## config.mk

```make
export PLATFORM = sky130hd
export DESIGN_NAME = turn_manager_flat
export DESIGN_NICKNAME = d
export VERILOG_FILES = /design/src/rtl/battleship_pkg.sv /design/src/rtl/turn_manager_if.sv /design/src/rtl/turn_manager.sv /design/src/flat_wrapper.sv
export SDC_FILE = /design/constraint.sdc
export NUM_CORES = 1
export LEC_CHECK = 0
export CAP_MARGIN = 5
export CELL_PAD_IN_SITES_DETAIL_PLACEMENT = 1
export CELL_PAD_IN_SITES_GLOBAL_PLACEMENT = 1
export CORE_ASPECT_RATIO = 1.25
export CORE_UTILIZATION = 45
export DETAILED_ROUTE_END_ITERATION = 12
export PLACE_DENSITY_LB_ADDON = 0.1
export SLEW_MARGIN = 20
export SYNTH_ARGS = -nofsm -noshare
export SYNTH_HDL_FRONTEND = slang
export SYNTH_SLANG_ARGS = --single-unit
```

## constraint.sdc

```tcl
create_clock -name clk -period 3.8 [get_ports clk]
set_clock_uncertainty 0.05 [all_clocks]
set_input_delay 0.76 -clock clk [delete_from_list [all_inputs] [get_ports clk]]
set_output_delay 0.76 -clock clk [all_outputs]
set_load 0.05 [all_outputs]
```

## src/rtl/battleship_pkg.sv

```systemverilog
// battleship_pkg: encodings and defaults shared by the turn manager and the
// VGA renderer.
//   CNT_W          width of the turn and hit counters
//   *_DEF          default game parameters
//   game_state_e   externally visible game phase (IDLE/PLAY/WON/LOST)
//   tm_state_e     internal turn-manager FSM states
package battleship_pkg;

    localparam int unsigned CNT_W            = 5;
    localparam int unsigned MAX_TURNS_DEF    = 20;
    localparam int unsigned SHIP_CELLS_DEF   = 17;
    localparam int unsigned RESP_TIMEOUT_DEF = 1023;

    typedef enum logic [1:0] {
        GS_IDLE = 2'b00,
        GS_PLAY = 2'b01,
        GS_WON  = 2'b10,
        GS_LOST = 2'b11
    } game_state_e;

    typedef enum logic [2:0] {
        TM_IDLE     = 3'd0,
        TM_ARMED    = 3'd1,
        TM_WAIT_RES = 3'd2,
        TM_WON      = 3'd3,
        TM_LOST     = 3'd4
    } tm_state_e;

endpackage

```

## src/rtl/turn_manager_if.sv

```systemverilog
// turn_manager_if: player controls, shot handshake with the board logic and
// game status toward the display.
//   start, fire                          player controls
//   shot_req / shot_valid, shot_hit,
//   shot_repeat                          shot request and its result
//   turns_left, hits, game_state,
//   timeout_err                          game status
// modport master: the turn manager; modport slave: the board/player side.
interface turn_manager_if;
    import battleship_pkg::*;

    logic              start;
    logic              fire;
    logic              shot_req;
    logic              shot_valid;
    logic              shot_hit;
    logic              shot_repeat;
    logic [CNT_W-1:0]  turns_left;
    logic [CNT_W-1:0]  hits;
    game_state_e       game_state;
    logic              timeout_err;

    modport master (
        input  start, fire, shot_valid, shot_hit, shot_repeat,
        output shot_req, turns_left, hits, game_state, timeout_err
    );

    modport slave (
        output start, fire, shot_valid, shot_hit, shot_repeat,
        input  shot_req, turns_left, hits, game_state, timeout_err
    );

endinterface

```

## src/rtl/turn_manager.sv

```systemverilog
// turn_manager: battleship turn sequencing. Turns fire-button edges into shot
// requests, applies shot results to the turn and hit counters, times out a
// board that never answers, and decides win/loss.
//   clk, rst_n   clock, asynchronous active-low reset
//   bus          turn_manager_if.master (controls, shot handshake, status)
module turn_manager
    import battleship_pkg::*;
#(
    parameter int unsigned MAX_TURNS    = MAX_TURNS_DEF,
    parameter int unsigned SHIP_CELLS   = SHIP_CELLS_DEF,
    parameter int unsigned RESP_TIMEOUT = RESP_TIMEOUT_DEF
) (
    input  logic           clk,
    input  logic           rst_n,
    turn_manager_if.master bus
);

    // Counter only needs to reach RESP_TIMEOUT-1: the timeout fires on that cycle.
    localparam int unsigned WAIT_W = (RESP_TIMEOUT < 2) ? 1 : $clog2(RESP_TIMEOUT);

    tm_state_e         state;
    game_state_e       gs_q;
    logic [CNT_W-1:0]  turns_q;
    logic [CNT_W-1:0]  hits_q;
    logic              req_q;
    logic              terr_q;
    logic              fire_q;
    logic [WAIT_W-1:0] wait_cnt;

    logic              fire_rise_c;
    logic              turn_dec_c;
    logic              hit_inc_c;
    logic [CNT_W-1:0]  turns_nxt_c;
    logic [CNT_W-1:0]  hits_nxt_c;

    // Edge detect and saturating counter updates for a non-repeat result.
    always_comb begin
        fire_rise_c = bus.fire & ~fire_q;
        turn_dec_c  = (turns_q != '0);
        hit_inc_c   = bus.shot_hit && (hits_q != CNT_W'(SHIP_CELLS));
        turns_nxt_c = turns_q - CNT_W'(turn_dec_c);
        hits_nxt_c  = hits_q + CNT_W'(hit_inc_c);
    end

    // Game FSM with registered status outputs.
    always_ff @(posedge clk or negedge rst_n) begin
        if (!rst_n) begin
            state    <= TM_IDLE;
            gs_q     <= GS_IDLE;
            turns_q  <= CNT_W'(MAX_TURNS);
            hits_q   <= '0;
            req_q    <= 1'b0;
            terr_q   <= 1'b0;
            fire_q   <= 1'b0;
            wait_cnt <= '0;
        end else begin
            // Also the start-time load: a button held through start is not an edge.
            fire_q <= bus.fire;
            req_q  <= 1'b0;
            if (bus.start) begin
                state    <= TM_ARMED;
                gs_q     <= GS_PLAY;
                turns_q  <= CNT_W'(MAX_TURNS);
                hits_q   <= '0;
                terr_q   <= 1'b0;
                wait_cnt <= '0;
            end else begin
                case (state)
                    TM_ARMED: begin
                        if (fire_rise_c) begin
                            req_q    <= 1'b1;
                            wait_cnt <= '0;
                            state    <= TM_WAIT_RES;
                        end
                    end
                    TM_WAIT_RES: begin
                        if (bus.shot_valid) begin
                            if (bus.shot_repeat) begin
                                state <= TM_ARMED;
                            end else begin
                                turns_q <= turns_nxt_c;
                                hits_q  <= hits_nxt_c;
                                // Win is checked first so a hit on the last turn wins.
                                if (hits_nxt_c == CNT_W'(SHIP_CELLS)) begin
                                    state <= TM_WON;
                                    gs_q  <= GS_WON;
                                end else if (turns_nxt_c == '0) begin
                                    state <= TM_LOST;
                                    gs_q  <= GS_LOST;
                                end else begin
                                    state <= TM_ARMED;
                                end
                            end
                        end else if (wait_cnt == WAIT_W'(RESP_TIMEOUT - 1)) begin
                            terr_q <= 1'b1;
                            state  <= TM_ARMED;
                        end else begin
                            wait_cnt <= wait_cnt + WAIT_W'(1);
                        end
                    end
                    default: ;
                endcase
            end
        end
    end

    assign bus.shot_req    = req_q;
    assign bus.turns_left  = turns_q;
    assign bus.hits        = hits_q;
    assign bus.game_state  = gs_q;
    assign bus.timeout_err = terr_q;

endmodule

```

## src/flat_wrapper.sv

```systemverilog
// flat-port wrapper written by rule: the top's interface ports become plain ports
module turn_manager_flat import battleship_pkg::*;
#(
    parameter int unsigned MAX_TURNS    = MAX_TURNS_DEF,
    parameter int unsigned SHIP_CELLS   = SHIP_CELLS_DEF,
    parameter int unsigned RESP_TIMEOUT = RESP_TIMEOUT_DEF
)
  (clk, rst_n, bus_start, bus_fire, bus_shot_valid, bus_shot_hit, bus_shot_repeat, bus_shot_req, bus_turns_left, bus_hits, bus_game_state, bus_timeout_err);
  turn_manager_if bus_i ();
  input  logic clk;
  input  logic rst_n;
  input wire logic [$bits(bus_i.start)-1:0] bus_start;
  input wire logic [$bits(bus_i.fire)-1:0] bus_fire;
  input wire logic [$bits(bus_i.shot_valid)-1:0] bus_shot_valid;
  input wire logic [$bits(bus_i.shot_hit)-1:0] bus_shot_hit;
  input wire logic [$bits(bus_i.shot_repeat)-1:0] bus_shot_repeat;
  output wire logic [$bits(bus_i.shot_req)-1:0] bus_shot_req;
  output wire logic [$bits(bus_i.turns_left)-1:0] bus_turns_left;
  output wire logic [$bits(bus_i.hits)-1:0] bus_hits;
  output wire logic [$bits(bus_i.game_state)-1:0] bus_game_state;
  output wire logic [$bits(bus_i.timeout_err)-1:0] bus_timeout_err;
  assign bus_i.start = bus_start;
  assign bus_i.fire = bus_fire;
  assign bus_i.shot_valid = bus_shot_valid;
  assign bus_i.shot_hit = bus_shot_hit;
  assign bus_i.shot_repeat = bus_shot_repeat;
  assign bus_shot_req = bus_i.shot_req;
  assign bus_turns_left = bus_i.turns_left;
  assign bus_hits = bus_i.hits;
  assign bus_game_state = bus_i.game_state;
  assign bus_timeout_err = bus_i.timeout_err;
  turn_manager #(.MAX_TURNS(MAX_TURNS), .SHIP_CELLS(SHIP_CELLS), .RESP_TIMEOUT(RESP_TIMEOUT)) u_core (.clk(clk), .rst_n(rst_n), .bus(bus_i));
endmodule
```

==> results of run 1 <==
==> cells in the final DEF (no fill, tap or decap), types with 2 or more instances in the layout <==
master,count
a211oi_1,3
o31ai_4,2
nand2b_1,5
nor3_2,2
nand2_1,10
buf_4,2
nor3_1,5
dfrtp_1,26
nor2_1,23
and2_1,2
a21oi_1,5
nand4_1,4
xor2_1,4
inv_1,12
xnor2_1,4
clkbuf_8,4
or4_1,2
ha_1,6
dfstp_2,2
nand3b_1,2
clkdlybuf4s50_1,20
nand3_1,4
mux2i_1,4
o21ai_0,3
a21boi_0,2
==> how the worst min path moves through the flow <==
stage,start,to,cells past startpoint
5_1_grt,u_core.bus.game_state[1],u_core.bus.game_state[1],2
3_5_place_dp,u_core.bus.timeout_err,u_core.bus.timeout_err,2
6_report,u_core.bus.timeout_err,u_core.bus.timeout_err,2
3_3_place_gp,u_core.bus.timeout_err,u_core.bus.timeout_err,2
2_1_floorplan,rst_n,u_core.bus.game_state[0],0
4_1_cts,u_core.bus.timeout_err,u_core.bus.timeout_err,2
==> power groups by stage <==
stage | sequential, mW | combinational (mW) | clock [mW]
2_1_floorplan | 0.320 | 0.0446 | 0
3_3_place_gp | 0.316 | 0.0764 | 0
3_5_place_dp | 0.316 | 0.0795 | 0
4_1_cts | 0.311 | 0.0798 | 0.189
5_1_grt | 0.312 | 0.0866 | 0.198
6_report | 0.311 | 0.0787 | 0.183
==> layout make-up <==
type / instances / area share
timing repair buffer: 22 / 0.111
inverter: 12 / 0.0233
sequential: 28 / 0.364
multi-input combinational: 122 / 0.448
tap: 39 / 0.0252
clock buffer: 4 / 0.0285
==> per-layer routing <==
metal  up-vias  track usage  share of wire
met5         -            0              0
met3         7       0.0243          0.015
met2        15        0.420           0.54
met4         0       0.0650          0.013
met1       662        0.259           0.43
li1        632            -              -
==> through the flow <==
step / std cells / util / power (mW)
6_report: 227 / 0.555 / 0.572
2_1_floorplan: 165 / - / 0.365
5_1_grt: 227 / 0.555 / 0.597
3_3_place_gp: 223 / 0.540 / 0.392
3_5_place_dp: 223 / 0.540 / 0.396
4_1_cts: 227 / 0.555 / 0.579
==> cell families after synthesis <==
logic type	synth area share
xor+xnor	0.0430
flops	0.432
mux	0.0315
fa+ha+maj	0.0461
buf+inv	0.0361
simple gates	0.241
compound gates	0.171
==> worst max-delay path: stages <==
cell	delay [ns]
clkdlybuf4s50_1	0.47
a21boi_0	0.18
ha_1	0.22
ha_1	0.26
nand2b_1	0.19
o41ai_1	0.81
nand3b_1	0.21
o2bb2ai_1	0.11
==> state kept, by name, indices dropped and copies added, names as in the netlist <==
signal                  count
u_core.bus.game_state       2
u_core.bus.hits             5
u_core.bus.shot_req         1
u_core.bus.timeout_err      1
u_core.bus.turns_left       5
u_core.fire_q               1
u_core.state                3
u_core.wait_cnt            10
==> results.py, run 1 <==
metrics = {
    "outcome": {
        "status": "finished, final reports clean",
    },
    "detailed_routing": {
        "wl_um": 3860,
        "avgRoutedWirePerCell_um": 17.0,
        "ant_nets": 0,
        "drt_pre_antenna_iters": 4,
        "dr_total_vias": 1316,
        "viasPerCell": 5.80,
        "detail_route.drc_violations": 0,
        "detail_route.iter0.violations": 21,
    },
    "yosys": {
        "synth_common_cells": "26 x dfrtp_1, 23 x nor2_1, 12 x inv_1",
        "avgSynthCellArea_um2": 9.87,
        "netlist_top_cells_area": "dfrtp_1 40%, nor2_1 5.3%, ha_1 4.6%",
        "dominantRegCellSynth": "dfrtp_1",
        "synth_edf_count": 0,
        "netlist_area_um2": 1630,
        "netlist-cell-type-count": 54,
        "syn-num-nets": 178,
        "synth.most_common_cell": "dfrtp_1",
        "synth_warnings": 0,
        "number_of_synthesized_register_bits": 28,
        "synthesis.instances": 165,
        "yosysSeqAreaShare": 0.432,
        "synth.largest_area_cell": "dfrtp_1",
        "postSynth.asyncResetShare": 1.00,
        "share_of_the_synthesized_area_in_the_top_cell_type": 0.399,
    },
    "floorplan": {
        "dieHeight_um": 69.3,
        "die-area_um2": 3870,
        "io_count": 21,
        "die_width_um": 55.8,
        "row_count": 24,
        "core_footprint_um2": 3480,
        "start_util": 0.468,
    },
    "clock_network": {
        "clock_tree.root_cell": "clkbuf_8",
        "number_of_buffers_created_by_cts": 3,
        "tritoncts": "done",
        "h-tree-depth": 1,
        "clock_sink_count": 28,
        "clk_path_buf_depth": 2,
        "cts_setup_buffers": 0,
        "cts-resized-gates": 0,
        "cts.hold.buffers_added": 0,
        "worst_setup_hold_path_clk_slew_ns": 0.09,
        "clock_insertion_delay_worst_skew_ns": 0.27,
    },
    "setup_path": {
        "regToRegEndpoint": "u_core.state[0]",
        "setup.worst_path.class": "in2reg",
        "register_to_register_setup_slack_ns": 0.98,
        "cp-start-kind": "primary input",
        "setup.worst_path.end": "u_core.state[0]",
        "r2r.worst_path.cells": 8,
        "worst-endpoint-required_ns": 3.95,
        "crit_start": "bus_shot_hit",
        "worstSetupEndpointType": "register",
        "critical_path_fanouts_max": 5,
        "rr_startpoint": "u_core.bus.hits[2]",
        "critPathArrivalTime_ns": 3.20,
    },
    "layout": {
        "post-route-cell-area_um2": 1930,
        "drive_above_1_share": 0.128,
        "nNetsFinal": 202,
        "areaGrowthSynthToFinish_pct": 18.7,
        "area_taken_by_flip_flops_and_latches_um2": 703,
        "n_antenna_cell": 0,
        "num-fill-cells": 398,
        "multi_input_area_um2": 867,
    },
    "grt": {
        "grt.overflow.total": 0,
        "grt_max_degree": 29,
        "initial_antenna_violation_count": 0,
        "grt_pass1_vias": 1468,
        "grt_pass1_wl_um": 6880,
        "grt_use_total": 0.222,
    },
    "power_and_ir_drop": {
        "power.sequential.fraction": 0.543,
        "power.internal_uw": 427,
        "power.clock.fraction": 0.319,
        "power_frac_comb": 0.138,
        "static_leakage_nw": 0.792,
        "p_sw_uw": 145,
        "vdd.ir_drop.worst_v": 0.000220,
        "power-per-cell-area_nw_per_um2": 296,
        "power.switching_fraction": 0.254,
    },
    "min_path": {
        "hold_path.class": "reg2reg",
    },
    "place": {
        "gp_congestion": 0.809,
        "port-buffer-count": 20,
        "place_ws_ns": 0.517,
        "place_area_um2": 1880,
        "detailed_place_hpwl_um": 3000,
    },
    "sta": {
        "finalSetupTns_ns": 0,
        "final-hold-violation-count": 0,
        "layout_min_cycle_time_ns": 3.05,
        "slew_headroom": 0.389,
        "slew_violations": 0,
        "rsz0062_at_grt": "no",
        "final-setup-viol-count": 0,
        "period_share": 0.802,
        "hold_ws_ns": 0.460,
        "fmaxAchievable_mhz": 328,
        "smallest_setup_slack_after_layout_ns": 0.752,
        "tightest_slew_ns": 0.904,
    },
    "job": {
        "maxCapViolations": 0,
    },
}
Power figures use the tool's default switching activity.
==> run 2, diff against run 1 <==
--- a/config.mk
+++ b/config.mk
@@ -9,7 +9,7 @@
 export CELL_PAD_IN_SITES_DETAIL_PLACEMENT = 1
 export CELL_PAD_IN_SITES_GLOBAL_PLACEMENT = 1
 export CORE_ASPECT_RATIO = 1.25
-export CORE_UTILIZATION = 45
+export CORE_UTILIZATION = 38
 export DETAILED_ROUTE_END_ITERATION = 12
 export PLACE_DENSITY_LB_ADDON = 0.1
 export SLEW_MARGIN = 20
==> constraint.sdc (replaced) <==
create_clock -name clk -period 2.7 [get_ports clk]
set_clock_uncertainty 0.05 [all_clocks]
set_input_delay 0.54 -clock clk [delete_from_list [all_inputs] [get_ports clk]]
set_output_delay 0.54 -clock clk [all_outputs]
set_load 0.05 [all_outputs]
==> results.py, run 2 (same netlist as run 1, synthesis figures left out) <==
metrics = {
    "outcome": {
        "status": "finished, final reports clean",
    },
    "sta": {
        "slew_violations": 0,
        "rsz0062_at_grt": "no",
        "final-hold-violation-count": 0,
        "tightest_slew_ns": 0.506,
        "hold_ws_ns": 0.480,
        "final-setup-viol-count": 0,
        "fmaxAchievable_mhz": 387,
        "layout_min_cycle_time_ns": 2.58,
        "period_share": 0.956,
        "slew_headroom": 0.662,
        "smallest_setup_slack_after_layout_ns": 0.119,
    },
    "place": {
        "place_ws_ns": -0.298,
        "numPlacedInstances": 244,
        "port-buffer-count": 20,
        "detailed_place_hpwl_um": 3050,
        "gp_congestion": 0.795,
    },
    "min_path": {
        "hold_path.class": "reg2reg",
    },
    "floorplan": {
        "start_util": 0.397,
        "io_count": 21,
        "die_width_um": 60.6,
        "dieHeight_um": 75.2,
        "row_count": 26,
        "die-area_um2": 4550,
        "core_footprint_um2": 4100,
    },
    "clock_network": {
        "clock_insertion_delay_worst_skew_ns": 0.27,
        "clk_path_buf_depth": 2,
        "number_of_buffers_created_by_cts": 3,
        "h-tree-depth": 1,
        "worst_setup_hold_path_clk_slew_ns": 0.10,
        "tritoncts": "done",
        "cts.hold.buffers_added": 0,
        "clock_tree.root_cell": "clkbuf_8",
        "clock_sink_count": 28,
    },
    "setup_path": {
        "critical_path_fanouts_max": 5,
        "cp-start-kind": "primary input",
        "worstSetupEndpointType": "register",
        "worst-endpoint-required_ns": 2.85,
        "setup.worst_path.class": "in2reg",
        "critPathArrivalTime_ns": 2.73,
        "register_to_register_setup_slack_ns": 0.13,
    },
    "detailed_routing": {
        "drt_pre_antenna_iters": 4,
        "wl_um": 4020,
        "detail_route.iter0.violations": 38,
        "viasPerCell": 5.36,
        "ant_nets": 0,
        "avgRoutedWirePerCell_um": 16.1,
        "detail_route.drc_violations": 0,
        "dr_total_vias": 1335,
    },
    "job": {
        "maxCapViolations": 0,
    },
    "power_and_ir_drop": {
        "vdd.ir_drop.worst_v": 0.000264,
        "static_leakage_nw": 0.836,
        "power-per-cell-area_nw_per_um2": 430,
        "power_frac_comb": 0.133,
        "power.clock.fraction": 0.371,
        "power.sequential.fraction": 0.496,
        "power.internal_uw": 672,
        "power.switching_fraction": 0.239,
        "p_sw_uw": 211,
    },
    "grt": {
        "initial_antenna_violation_count": 0,
        "grt_pass1_wl_um": 6650,
        "grt_use_total": 0.199,
        "grt.overflow.total": 0,
        "grt_pass1_vias": 1389,
        "grt_max_degree": 29,
    },
    "layout": {
        "mostFrequentLayoutCell": "dfrtp_1",
        "most-common-layout-cells": "25 x dfrtp_1, 23 x nor2_1, 20 x clkdlybuf4s50_1",
        "largest_reg_flops": 10,
        "n_antenna_cell": 0,
        "largest-register": "u_core.wait_cnt",
        "areaGrowthSynthToFinish_pct": 26.0,
        "drive_above_1_share": 0.181,
        "finish.cell_count_without_fillers": 249,
        "final_core_util": 0.501,
        "nNetsFinal": 207,
    },
}
-- run 2: cell types whose count changed in the layout (fill, tap and decap cells not counted), sizes merged --
| cell | change |
|---|---|
| buf | +5 |
| clkbuf | -1 |
| bufinv | +1 |
-- run 2: area by class of cell --
| class | instances | area, um^2 |
|---|---|---|
| Fill cell | 488 | 2050 |
| Multi-Input combinational cell | 122 | 910 |
| Sequential cell | 28 | 704 |
| Timing Repair Buffer | 27 | 253 |
| Tap cell | 56 | 70.1 |
| Inverter | 12 | 45.0 |
| Clock buffer | 3 | 41.3 |
| Clock inverter | 1 | 30.0 |
-- run 2: worst max-delay path: stages --
cell and delay, ns:
clkdlybuf4s50_1 0.45, a21boi_0 0.17, ha_1 0.22, ha_1 0.26, nand2b_4 0.16, or4_4 0.53
o41ai_4 0.10, nand3b_1 0.18, o2bb2ai_1 0.12
-- run 2: per-layer routing --
metal  vias up  GRT usage  wire length (um)
met3         6     0.0172                76
met2        16      0.371              2250
met1       669      0.227              1610
met4         0     0.0859                72
met5         -          0                 0
li1        644          -                 -
-- run 2: metrics by stage --
step / instance area [um^2] / TNS (ns) / total power, mW
3_3_place_gp: 1930 / -0.710 / 0.555
4_1_cts: 2010 / 0 / 0.897
5_1_grt: 2050 / 0 / 0.918
2_1_floorplan: 1630 / 0 / 0.513
6_report: 2050 / 0 / 0.882
3_5_place_dp: 1930 / -1.29 / 0.559
-- run 2: repair_timing --
action	in CTS	in global routing
pin swaps	0	1
cloned	0	0
gates resized for setup	1	5
endpoints found under the hold margin	0	0
endpoints found under the setup margin	3	4
setup buffers	0	1
-- run 2: path summary, 6_finish.rpt --
path / start / end / depth (start not counted)
setup / recovery: bus_shot_hit / u_core.state[0] / 9
hold / removal: u_core.bus.game_state[1] / u_core.bus.game_state[1] / 2
setup reg to reg: u_core.bus.hits[4] / u_core.state[0] / 10
hold reg to reg: u_core.bus.game_state[1] / u_core.bus.game_state[1] / 2
max in group asynchronous: rst_n / u_core.bus.turns_left[4] / 2
min in group asynchronous: rst_n / u_core.bus.hits[3] / 2
-- run 2: power by group through the flow --
stage	combinational (mW)	sequential, mW	clock (mW)
3_3_place_gp	0.110	0.445	0
2_1_floorplan	0.0627	0.451	0
3_5_place_dp	0.114	0.446	0
4_1_cts	0.114	0.437	0.345
5_1_grt	0.129	0.439	0.350
6_report	0.117	0.438	0.327
